==> config.mk <==
export PLATFORM = sky130hd
export DESIGN_NAME = axis_frame_len_sched
export DESIGN_NICKNAME = d
export VERILOG_FILES = /design/src/rtl/axis_frame_len_sched.sv
export SDC_FILE = /design/constraint.sdc
export NUM_CORES = 1
export LEC_CHECK = 0
export CORE_UTILIZATION = 60
export CTS_BUF_LIST = sky130_fd_sc_hd__clkbuf_8 sky130_fd_sc_hd__clkbuf_16
export CTS_CLUSTER_SIZE = 14
export DETAILED_ROUTE_END_ITERATION = 8
export PLACE_DENSITY = 0.8
export SYNTH_ARGS = -nofsm -noshare
export SYNTH_HDL_FRONTEND = slang
export SYNTH_SLANG_ARGS = --single-unit
==> constraint.sdc <==
create_clock -name clk -period 7.01 [get_ports clk]
set_input_delay 1.0515 -clock clk [delete_from_list [all_inputs] [get_ports clk]]
set_output_delay 1.0515 -clock clk [all_outputs]
set_load 0.01 [all_outputs]
==> src/rtl/axis_frame_len_sched.sv <==
// axis_frame_len_sched
// Passive multi-port AXI-Stream frame-length monitor. Each port accumulates
// the byte count of its current frame (saturating at LEN_WIDTH). A completed
// length is parked in a one-deep per-port slot. All slots drain round-robin
// through one registered valid/ready report channel.
//
// Ports:
//   clk, rst               clock, synchronous active-high reset
//   monitor_axis_tkeep     per-port tkeep, port i at [i*KEEP_WIDTH +: KEEP_WIDTH]
//   monitor_axis_tvalid    per-port tvalid
//   monitor_axis_tready    per-port tready
//   monitor_axis_tlast     per-port tlast
//   frame_len              reported frame length in bytes
//   frame_len_port         source port of the reported frame
//   frame_len_valid        report valid
//   frame_len_ready        consumer accepts report
//   overflow               sticky per-port flag: a completed length was dropped
module axis_frame_len_sched #(
  parameter int unsigned PORTS       = 4,
  parameter int unsigned DATA_WIDTH  = 8,
  parameter int unsigned KEEP_ENABLE = (DATA_WIDTH > 8) ? 1 : 0,
  parameter int unsigned KEEP_WIDTH  = DATA_WIDTH / 8,
  parameter int unsigned LEN_WIDTH   = 16,
  parameter int unsigned PORT_WIDTH  = (PORTS > 1) ? $clog2(PORTS) : 1
) (
  input  logic                        clk,
  input  logic                        rst,
  input  logic [PORTS*KEEP_WIDTH-1:0] monitor_axis_tkeep,
  input  logic [PORTS-1:0]            monitor_axis_tvalid,
  input  logic [PORTS-1:0]            monitor_axis_tready,
  input  logic [PORTS-1:0]            monitor_axis_tlast,
  output logic [LEN_WIDTH-1:0]        frame_len,
  output logic [PORT_WIDTH-1:0]       frame_len_port,
  output logic                        frame_len_valid,
  input  logic                        frame_len_ready,
  output logic [PORTS-1:0]            overflow
);

  localparam int unsigned BYTE_W = $clog2(KEEP_WIDTH + 1);
  localparam int unsigned SUM_W  = LEN_WIDTH + BYTE_W;
  localparam logic [SUM_W-1:0] LEN_MAX = SUM_W'({LEN_WIDTH{1'b1}});

  logic [LEN_WIDTH-1:0]  cnt [PORTS];
  logic [LEN_WIDTH-1:0]  len [PORTS];
  logic [PORTS-1:0]      pend;
  logic [PORT_WIDTH-1:0] rr_start;

  logic [PORTS-1:0]      beat;
  logic [BYTE_W-1:0]     beat_bytes  [PORTS];
  logic [SUM_W-1:0]      beat_sum    [PORTS];
  logic [LEN_WIDTH-1:0]  beat_result [PORTS];

  logic                  arb_found;
  logic [PORT_WIDTH-1:0] arb_win;
  logic                  out_free;
  logic                  grant;

  // tkeep is only meaningful when byte counting via keep is enabled
  logic unused_keep;
  assign unused_keep = ^monitor_axis_tkeep;

  function automatic logic [BYTE_W-1:0] popcount(input logic [KEEP_WIDTH-1:0] k);
    logic [BYTE_W-1:0] c;
    c = '0;
    for (int j = 0; j < int'(KEEP_WIDTH); j++) begin
      c = c + BYTE_W'(k[j]);
    end
    return c;
  endfunction

  // Per-port beat detection and saturating running sum including this beat
  always_comb begin
    for (int i = 0; i < int'(PORTS); i++) begin
      beat[i] = monitor_axis_tvalid[i] && monitor_axis_tready[i];
      if (KEEP_ENABLE != 0) begin
        beat_bytes[i] = popcount(monitor_axis_tkeep[i*KEEP_WIDTH +: KEEP_WIDTH]);
      end else begin
        beat_bytes[i] = BYTE_W'(1);
      end
      beat_sum[i]    = SUM_W'(cnt[i]) + SUM_W'(beat_bytes[i]);
      beat_result[i] = (beat_sum[i] > LEN_MAX) ? '1 : beat_sum[i][LEN_WIDTH-1:0];
    end
  end

  // Round-robin pick: first pending port at or above rr_start, else lowest pending
  always_comb begin
    arb_found = 1'b0;
    arb_win   = '0;
    for (int i = 0; i < int'(PORTS); i++) begin
      if (!arb_found && pend[i] && (i >= int'(rr_start))) begin
        arb_found = 1'b1;
        arb_win   = PORT_WIDTH'(i);
      end
    end
    for (int i = 0; i < int'(PORTS); i++) begin
      if (!arb_found && pend[i]) begin
        arb_found = 1'b1;
        arb_win   = PORT_WIDTH'(i);
      end
    end
  end

  assign out_free = !frame_len_valid || frame_len_ready;
  assign grant    = out_free && arb_found;

  // Accumulators, holding slots, overflow flags and the report register
  always_ff @(posedge clk) begin
    if (rst) begin
      for (int i = 0; i < int'(PORTS); i++) begin
        cnt[i] <= '0;
        len[i] <= '0;
      end
      pend            <= '0;
      overflow        <= '0;
      rr_start        <= '0;
      frame_len       <= '0;
      frame_len_port  <= '0;
      frame_len_valid <= 1'b0;
    end else begin
      if (out_free) begin
        if (arb_found) begin
          frame_len       <= len[arb_win];
          frame_len_port  <= arb_win;
          frame_len_valid <= 1'b1;
          rr_start        <= (arb_win == PORT_WIDTH'(PORTS - 1)) ? '0 : arb_win + PORT_WIDTH'(1);
        end else begin
          frame_len_valid <= 1'b0;
        end
      end
      for (int i = 0; i < int'(PORTS); i++) begin
        if (grant && (arb_win == PORT_WIDTH'(i))) begin
          pend[i] <= 1'b0;
        end
        if (beat[i]) begin
          if (monitor_axis_tlast[i]) begin
            cnt[i] <= '0;
            // A slot drained this cycle can accept the new result immediately
            if (!pend[i] || (grant && (arb_win == PORT_WIDTH'(i)))) begin
              len[i]  <= beat_result[i];
              pend[i] <= 1'b1;
            end else begin
              overflow[i] <= 1'b1;
            end
          end else begin
            cnt[i] <= beat_result[i];
          end
        end
      end
    end
  end

endmodule

After elaboration in Yosys (flattened, before gate mapping)
Memories as Yosys holds them, arrays and structs flattened. A register that Yosys moved wholly into a read port is not among the register bits.
Cells that the tools add are included.
{ "totals": {"ff_bits": 13, "latch_bits": 0, "mem_bits_rw": 128, "mem_bits_ro": 0, "in_bits": 19, "output_inout_bits": 23, "word_cells": 186, "n_memories": 2} }
{ "op_classes": {"addsub": 5, "mul": 0, "div": 0, "magnitude_cmp": 7, "n_eq_ne": 3, "shift": 0, "muxes": 103, "bitwise": 16, "n_reduce_logical": 42} }
{ "memory_table": {"columns": ["name", "words", "word_bits", "read_ports", "rd_clocked_by_memory_dff", "wr", "line_no", "text"], "rows": [
  ["cnt", 4, 16, 4, 0, 4, "43", "logic [LEN_WIDTH-1:0] cnt [PORTS];"],
  ["len", 4, 16, 1, 1, 4, "44", "logic [LEN_WIDTH-1:0] len [PORTS];"]
]} }
{ "ops": {"columns": ["cell", "n"], "rows": [
  ["two-way mux 16 bit", 16],
  ["two-way mux 1 bit", 80],
  ["adder 16 x 1 -> 17 bit, second input constant", 4],
  ["greater-than comparator 17 x 16 -> 1 bit, second input constant", 4],
  ["logical AND 1 bit", 19],
  ["two-way mux 2 bit", 7],
  ["logical NOT 1 bit", 12],
  ["bitwise OR 1 bit", 12],
  ["AND reduction 3 bit", 4],
  ["logical OR 1 bit", 5],
  ["== test 2 bit, second input constant", 2],
  [">= comparator 1 x 2 -> 1 bit, first input constant", 2],
  ["NOT 1 bit", 4],
  ["adder 2 x 1 -> 2 bit, second input constant", 1],
  ["== test 2 x 1 -> 1 bit, second input constant", 1],
  [">= comparator 2 bit, first input constant", 1],
  ["logical NOT 2 bit", 1],
  ["AND reduction 2 bit", 1]
]} }

Depth between registers and ports, before layout
Gate-level depths: netlist of the first run.
{ "depth": {"ltp_word": 35, "ltp_mapped": 13, "mapped_depth_nobuf": 8} }

Worst setup path after synthesis of the first run
Ideal clock, no wire load.
{ "synth_path": {"path_type": "register -> register", "startpoint": "register pend[0]", "endpoint": "memory len[1][0] (enable)", "setup_ns": 0.392, "arrival_time_ns": 2.221, "t_required_ns": 6.618, "setup_slack_ns": 4.397, "path_stages_with_launch": 10, "path_buffers": 2, "period_less_slack_ns": 2.613, "cell_sequence": "dfxtp_1 a21oi_1 o21ai_1 o2bb2a_4 buf_6 buf_6 inv_1 ha_1 a21boi_1 o21bai_1"} }
{ "synth_lines": {"columns": ["item", "line_no", "text"], "rows": [
  ["start: declaration", "45", "logic [PORTS-1:0] pend;"],
  ["start signal: assignment", "113", "pend <= '0;"],
  ["start signal: indexed assignment", "132", "pend[i] <= 1'b0;"],
  ["start signal: indexed assignment", "140", "pend[i] <= 1'b1;"],
  ["end: declaration", "44", null]
]} }

==> results of run 1 <==
==> tightest hold or removal path, stage by stage (launching register included) <==
cell	delay [ns]
dfxtp_1	0.32
a41oi_1	0.04
nor2_1	0.07
==> logic make-up after synthesis <==
kind of cell	after synthesis
adders and majority gates	12
muxes	41
xor gates and xnor gates	45
and+or+nand+nor	265
buffers and inverters	51
AOI/OAI and AO/OA	106
DFF	157
==> final cells by class <==
type                    instances  area [sq um]  area share
clock buffers                  18           439      0.0509
clock inverters                14           145      0.0168
inverters                      20          75.1     0.00870
multi-input cells             469          2940       0.340
flip-flops and latches        157          4420       0.513
well taps                     168           210      0.0244
repair buffers                 41           400      0.0464
==> per-stage QoR <==
step           std cells  setup WS [ns]  hold slack, ns  area (sq um)
2_1_floorplan        677           4.40           0.456          7640
3_3_place_gp         855           3.71           0.454          8050
3_5_place_dp         855           3.68           0.459          8050
4_1_cts              887           4.08           0.473          8630
5_1_grt              887           3.88           0.485          8630
6_report             887           4.03           0.469          8630
==> flip-flops by register name, summed over array words and instances (netlist names) <==
signal,count
overflow,4
frame_len_port,2
rr_start,2
frame_len,16
len,64
cnt,64
frame_len_valid,1
pend,4
==> layer usage <==
layer,wire (um),vias up,GRT usage
met4,402,0,0.122
li1,-,2514,-
met5,0,-,0
met3,818,34,0.0532
met2,8150,166,0.455
met1,6580,2599,0.317
==> worst min path at each step <==
stage / depth (start not counted) / endpoint / slack [ns]
2_1_floorplan: 2 / rr_start[0] / 0.46
3_3_place_gp: 2 / frame_len[8] / 0.45
3_5_place_dp: 2 / frame_len[8] / 0.46
4_1_cts: 2 / overflow[3] / 0.47
5_1_grt: 2 / frame_len[8] / 0.49
6_report: 2 / overflow[3] / 0.47
==> cell usage after synthesis (all sizes together) <==
| cell | count |
|---|---|
| or4 | 1 |
| xor2 | 27 |
| nand3 | 30 |
| o2bb2a | 1 |
| nor4 | 11 |
| xnor2 | 18 |
| or3 | 6 |
| o221ai | 16 |
| clkbuf | 12 |
| nor3b | 1 |
| or2 | 1 |
| nor2b | 6 |
| a31oi | 3 |
| nand2 | 45 |
| nand4 | 11 |
| dfxtp | 29 |
| o21bai | 4 |
| o21ai | 3 |
| a41oi | 4 |
| edfxtp | 128 |
| a21oi | 65 |
| nor2 | 121 |
| and3 | 4 |
| a21o | 5 |
| nand2b | 3 |
| and2 | 4 |
| ha | 12 |
| and4 | 5 |
| nor3 | 15 |
| mux2i | 41 |
| o41ai | 1 |
| buf | 19 |
| and2b | 1 |
| a21boi | 3 |
| inv | 20 |
| a31o | 1 |
==> power groups by stage <==
stage,clock (mW),sequential [mW],combinational (mW)
floorplan,0,1.12,0.124
global placement,0,1.12,0.175
detailed placement,0,1.12,0.181
CTS,0.909,1.10,0.182
global route,0.948,1.11,0.198
finish,0.901,1.11,0.182
==> cell usage in the layout, fill, tap and decap left out, drive strengths merged, types with 2 or more instances in the layout <==
master | synthesis | final
a31oi | 3 | 3
inv | 20 | 21
bufinv | 0 | 2
clkinvlp | 0 | 3
mux2i | 41 | 41
a21boi | 3 | 3
clkdlybuf4s50 | 0 | 37
a21o | 5 | 5
nor4 | 11 | 11
dfxtp | 29 | 29
edfxtp | 128 | 128
o221ai | 16 | 16
a21oi | 65 | 65
buf | 19 | 4
clkinv | 0 | 8
nand4 | 11 | 11
and2 | 4 | 4
xnor2 | 18 | 18
xor2 | 27 | 27
nand3 | 30 | 30
o21bai | 4 | 4
nor2 | 121 | 121
clkbuf | 12 | 18
and3 | 4 | 4
nand2b | 3 | 3
and4 | 5 | 5
ha | 12 | 12
a41oi | 4 | 4
or3 | 6 | 6
nor2b | 6 | 6
nor3 | 15 | 15
nand2 | 45 | 45
o21ai | 3 | 3
==> run_results.csv, run 1 <==
group,metric,value,unit
yosys,yosysWarnings,0,
floorplan,core_area,12200,sq um
timing,setup_tns,0,ns
yosys,synth_mux_area_frac,0.0537,
flow_run,max-cap-violations,0,
grt,grt_pass1_vias,5146,
timing,fmax,336,MHz
critical_path,crit_end,"cnt[3][0]",
clocking,numCtsBuffers,17,
worst_hold_path,hold_class,"register to register",
clocking,cts_tree,"yes",
power,p_leak,3.05,nW
critical_path,critPathLaunchType,"primary input",
floorplan,row_count,40,
yosys,synth_area_per_cell,11.3,sq um
timing,tightest_slew,1.02,ns
power,pwr-share-comb,0.083,
layout,drive_gt1_frac,0.0751,
run_status,outcome,"finished clean",
critical_path,path_buf_inv,1,
routing,drt_iter0_drc,434,
worst_hold_path,worstHoldStart,"overflow[3]",
power,power,2.19,mW
routing,drc_errors,0,
yosys,synth_fa_ha_area_frac,0.0197,
grt,grt-ovfl-total,0,
yosys,netlist_instances,677,
routing,routed_via_density,5.99,
critical_path,cp_cell_sequence,"clkdlybuf4s50_1, nor2_1, nand3_1, a21oi_1",
floorplan,initial_core_util,0.625,
layout,fillers,842,
clocking,h-tree-depth,4,
timing,rsz0062_at_grt,"no",
timing,final-max-slew-violation-count,0,
yosys,synth_top_family_by_area,"simple AND/OR/NAND/NOR gates",
grt,track_usage,0.262,
critical_path,rr_startpoint,"pend[0]",
timing,report.final.hold_viol_count,0,
timing,maxSlewHeadroom,0.315,
yosys,yosys.area.top_type,"edfxtp_1",
routing,vias,5313,
critical_path,cp-end-kind,"register",
yosys,synth_compound_area_frac,0.0896,
timing,period_minus_slack,2.98,ns
yosys,synth.top_cells.by_area,"edfxtp_1, dfxtp_1, nor2_1",
layout,syn2layout_area_growth,13.0,%
critical_path,worstSetupStartpoint,"rst",
clocking,postCtsSetupBuffers,0,
critical_path,reg2reg_to,"len[1][8]",
routing,ant_nets,0,
grt,antenna_found_initial,0,
power,p_clk_frac,0.412,
critical_path,crit_path_max_fanout,31,
routing,dr.pass1.iters,4,
layout,nets,737,
timing,clock_skew,0.00801,ns
power,p_switching,0.517,mW
yosys,ys_seq_elements,157,
timing,setup_viol,0,
critical_path,crit_slowest_cell,"clkdlybuf4s50_1",
floorplan,die_h,115,um
layout,finalCoreUtilization,0.707,
placement,portBuffers,37,
clocking,clock_tree.root_cell,"clkbuf_16",
clocking,cts_resized,0,
clocking,path_clk_slew,0.06,ns
critical_path,path_delay_family,"buffers and inverters",
power,power.density,254,nW/um^2
critical_path,crit_required,7.25,ns
power,netSwitchingFraction,0.236,
clocking,clock_sinks,157,
yosys,ys_types,52,
grt,grt_max_degree,37,
yosys,synth.yosys.seq_area_share,0.579,
yosys,synth-simple-area-share,0.170,
floorplan,fp.dieW,115,um
clocking,clk_latency,0.42,ns
placement,dp_hpwl,11200,um
power,irDropWorstVdd,0.184,mV
yosys,syn_nets,708,
power,power_frac_seq,0.505,
power,intPower,1.67,mW
layout,diodes,0,
yosys,synth_area,7640,sq um
floorplan,die_area,13200,sq um
critical_path,max_stage_delay,0.94,ns
critical_path,cp.depth,4,
timing,final.period_utilization,0.425,
floorplan,ioPinCount,42,
yosys,yosysTopAreaCellShare,0.503,
grt,grt_pass1_wl,25800,um
critical_path,rr_worst_depth,8,
routing,drt-wirelength-per-cell,18.0,um
critical_path,setup.worst_path.class,"primary input to register",
clocking,clockBufferDepth,2,
critical_path,arrival,3.22,ns
placement,globalplace.congestion,0.864,
clocking,ctsHoldBuffers,0,
routing,wl,15900,um
critical_path,rrSetupSlack,4.04,ns
yosys,synth_xor_area_frac,0.0516,
Power figures use the tool's default switching activity.
==> run 2, diff against run 1 <==
CORE_UTILIZATION = 54   (was 60)
PLACE_DENSITY = 0.76   (was 0.8)
clock period = 2.49 ns   (was 7.01 ns; I/O delays follow)
==> run_results.csv, run 2 (synthesis gave the netlist of run 1 again) <==
group,metric,value,unit
clocking,clk_latency,0.43,ns
layout,syn2layout_area_growth,15.0,%
run_status,outcome,"finished clean",
timing,setup_slack,0.141,ns
routing,drt-wirelength-per-cell,18.4,um
timing,final.period_utilization,0.943,
routing,highest_layer,"met4",
layout,final_common_cell,"edfxtp_1",
routing,m1WireLength,7150,um
critical_path,cp-end-kind,"register",
critical_path,rr_worst_depth,7,
clocking,cts_tree,"yes",
grt,grt_pass1_wl,26700,um
placement,place_area,8140,sq um
power,p_leak,3.13,nW
timing,setup_viol,0,
placement,dp_hpwl,12000,um
critical_path,reg2reg_to,"len[3][13]",
flow_run,max-cap-violations,0,
clocking,numCtsBuffers,17,
layout,nets,744,
routing,drt_iter0_drc,451,
clocking,path_clk_slew,0.06,ns
layout,final_area,8780,sq um
layout,stdcell_count,906,
critical_path,crit_required,2.76,ns
layout,fillers,1028,
timing,report.final.hold_viol_count,0,
clocking,clockBufferDepth,2,
worst_hold_path,hold_class,"register to register",
layout,multi_input_area,2970,sq um
layout,seqCellArea,4430,sq um
clocking,postCtsSetupBuffers,0,
floorplan,row_count,43,
floorplan,ioPinCount,42,
critical_path,rr_startpoint,"rr_start[1]",
layout,top_regs,"cnt (64), len (64), frame_len (16)",
grt,grt_max_degree,32,
placement,dp_cells,874,
timing,tightest_slew,0.788,ns
clocking,clock_tree.root_cell,"clkbuf_16",
timing,period_minus_slack,2.35,ns
clocking,h-tree-depth,4,
critical_path,crit_end,"len[3][13]",
timing,final-max-slew-violation-count,0,
floorplan,die_h,121,um
clocking,clock_sinks,157,
timing,fmax,426,MHz
grt,track_usage,0.244,
floorplan,die_area,14600,sq um
floorplan,initial_core_util,0.552,
layout,drive_gt1_frac,0.0950,
routing,routed_via_density,5.82,
timing,rsz0062_at_grt,"no",
critical_path,worstSetupStartpoint,"rr_start[1]",
power,irDropWorstVdd,0.523,mV
timing,maxSlewHeadroom,0.474,
critical_path,rrSetupSlack,0.14,ns
timing,worst_hold_slack,0.470,ns
layout,diodes,0,
placement,portBuffers,37,
routing,vias,5272,
critical_path,crit_path_max_fanout,16,
floorplan,fp.dieW,121,um
placement,pre_cts_ws,-0.0279,ns
layout,final_cell_mix,"edfxtp_1, nor2_1, a21oi_1",
routing,dr.pass1.iters,8,
grt,grt-ovfl-total,0,
routing,met3WireLength,774,um
critical_path,critPathLaunchType,"register",
floorplan,core_area,13800,sq um
routing,ant_nets,0,
grt,antenna_found_initial,0,
routing,drc_errors,0,
placement,globalplace.congestion,0.854,
power,power.density,720,nW/um^2
timing,clock_skew,0.00584,ns
routing,wl_met2,8330,um
grt,grt_pass1_vias,5167,
routing,wl,16700,um
critical_path,arrival,2.62,ns
critical_path,setup.worst_path.class,"register to register",
run 2: changes by cell type in the layout (fill, tap and decap cells not counted), moves of 2 or more:
cell / before / now
buf_4: 4 / 10
clkbuf_16: 17 / 19
clkbuf_8: 1 / 3
clkinv_4: 4 / 0
dfxtp_1: 29 / 26
dfxtp_2: 0 / 3
o21bai_1: 4 / 0
o21bai_2: 0 / 3
run 2: layer usage:
metal	global-route usage	vias to the layer above
met5	0	-
met4	0.116	0
met3	0.0517	30
met2	0.406	157
met1	0.304	2555
li1	-	2530
run 2: stage by stage:
step                TNS (ns)  power (mW)  utilization
floorplan                  0        3.49            -
global placement           0        3.67        0.589
detailed placement   -0.0451        3.69        0.589
CTS                        0        6.35        0.634
global route               0        6.52        0.635
finish                     0        6.33        0.635
run 2: area by class of cell:
cell class,instances,share of cell area
clock buffer,22,0.0588
inverter,20,0.00855
multi-input combinational,469,0.338
clock inverter,10,0.0122
tap,180,0.0256
sequential,157,0.504
timing repair buffer,48,0.0530
run 2: timing repair:
item                                    CTS  global route
pin swaps                                 1             1
endpoints found under the setup margin    5            74
hold buffers                              0             0
resized for setup                         0             7
hold endpoints to repair                  0             0
run 2: worst max-delay path, stage by stage, from the launching register on:
cell and delay [ns]:
dfxtp_2 0.40, mux2i_2 0.24, nor2_2 0.07, nor3_4 0.30, ha_1 0.23, a21oi_1 0.12, or3_1 0.59, a21oi_1 0.22
run 2: power breakdown:
group / total [mW] / switching (mW) / internal (mW)
Clock: 2.68 / 1.01 / 1.66
Combinational: 0.532 / 0.307 / 0.225
Sequential: 3.12 / 0.124 / 3.00
Total: 6.33 / 1.44 / 4.89
run 2: worst min path at each step:
stage,cells past startpoint,from,end,slack (ns)
after global placement,2,overflow[1],overflow[1],0.45
after CTS,2,overflow[1],overflow[1],0.47
final,2,overflow[1],overflow[1],0.47
after detailed placement,2,overflow[1],overflow[1],0.46
after floorplan,2,rr_start[0],rr_start[0],0.46
after global routing,2,overflow[1],overflow[1],0.51
==> run 3, diff against run 2 <==
CAP_MARGIN = 10   (was unset)
SKIP_LAST_GASP = 1   (was unset)
==> results of run 3 <==
The final DEF is identical to that of run 2; final timing and power are the same.
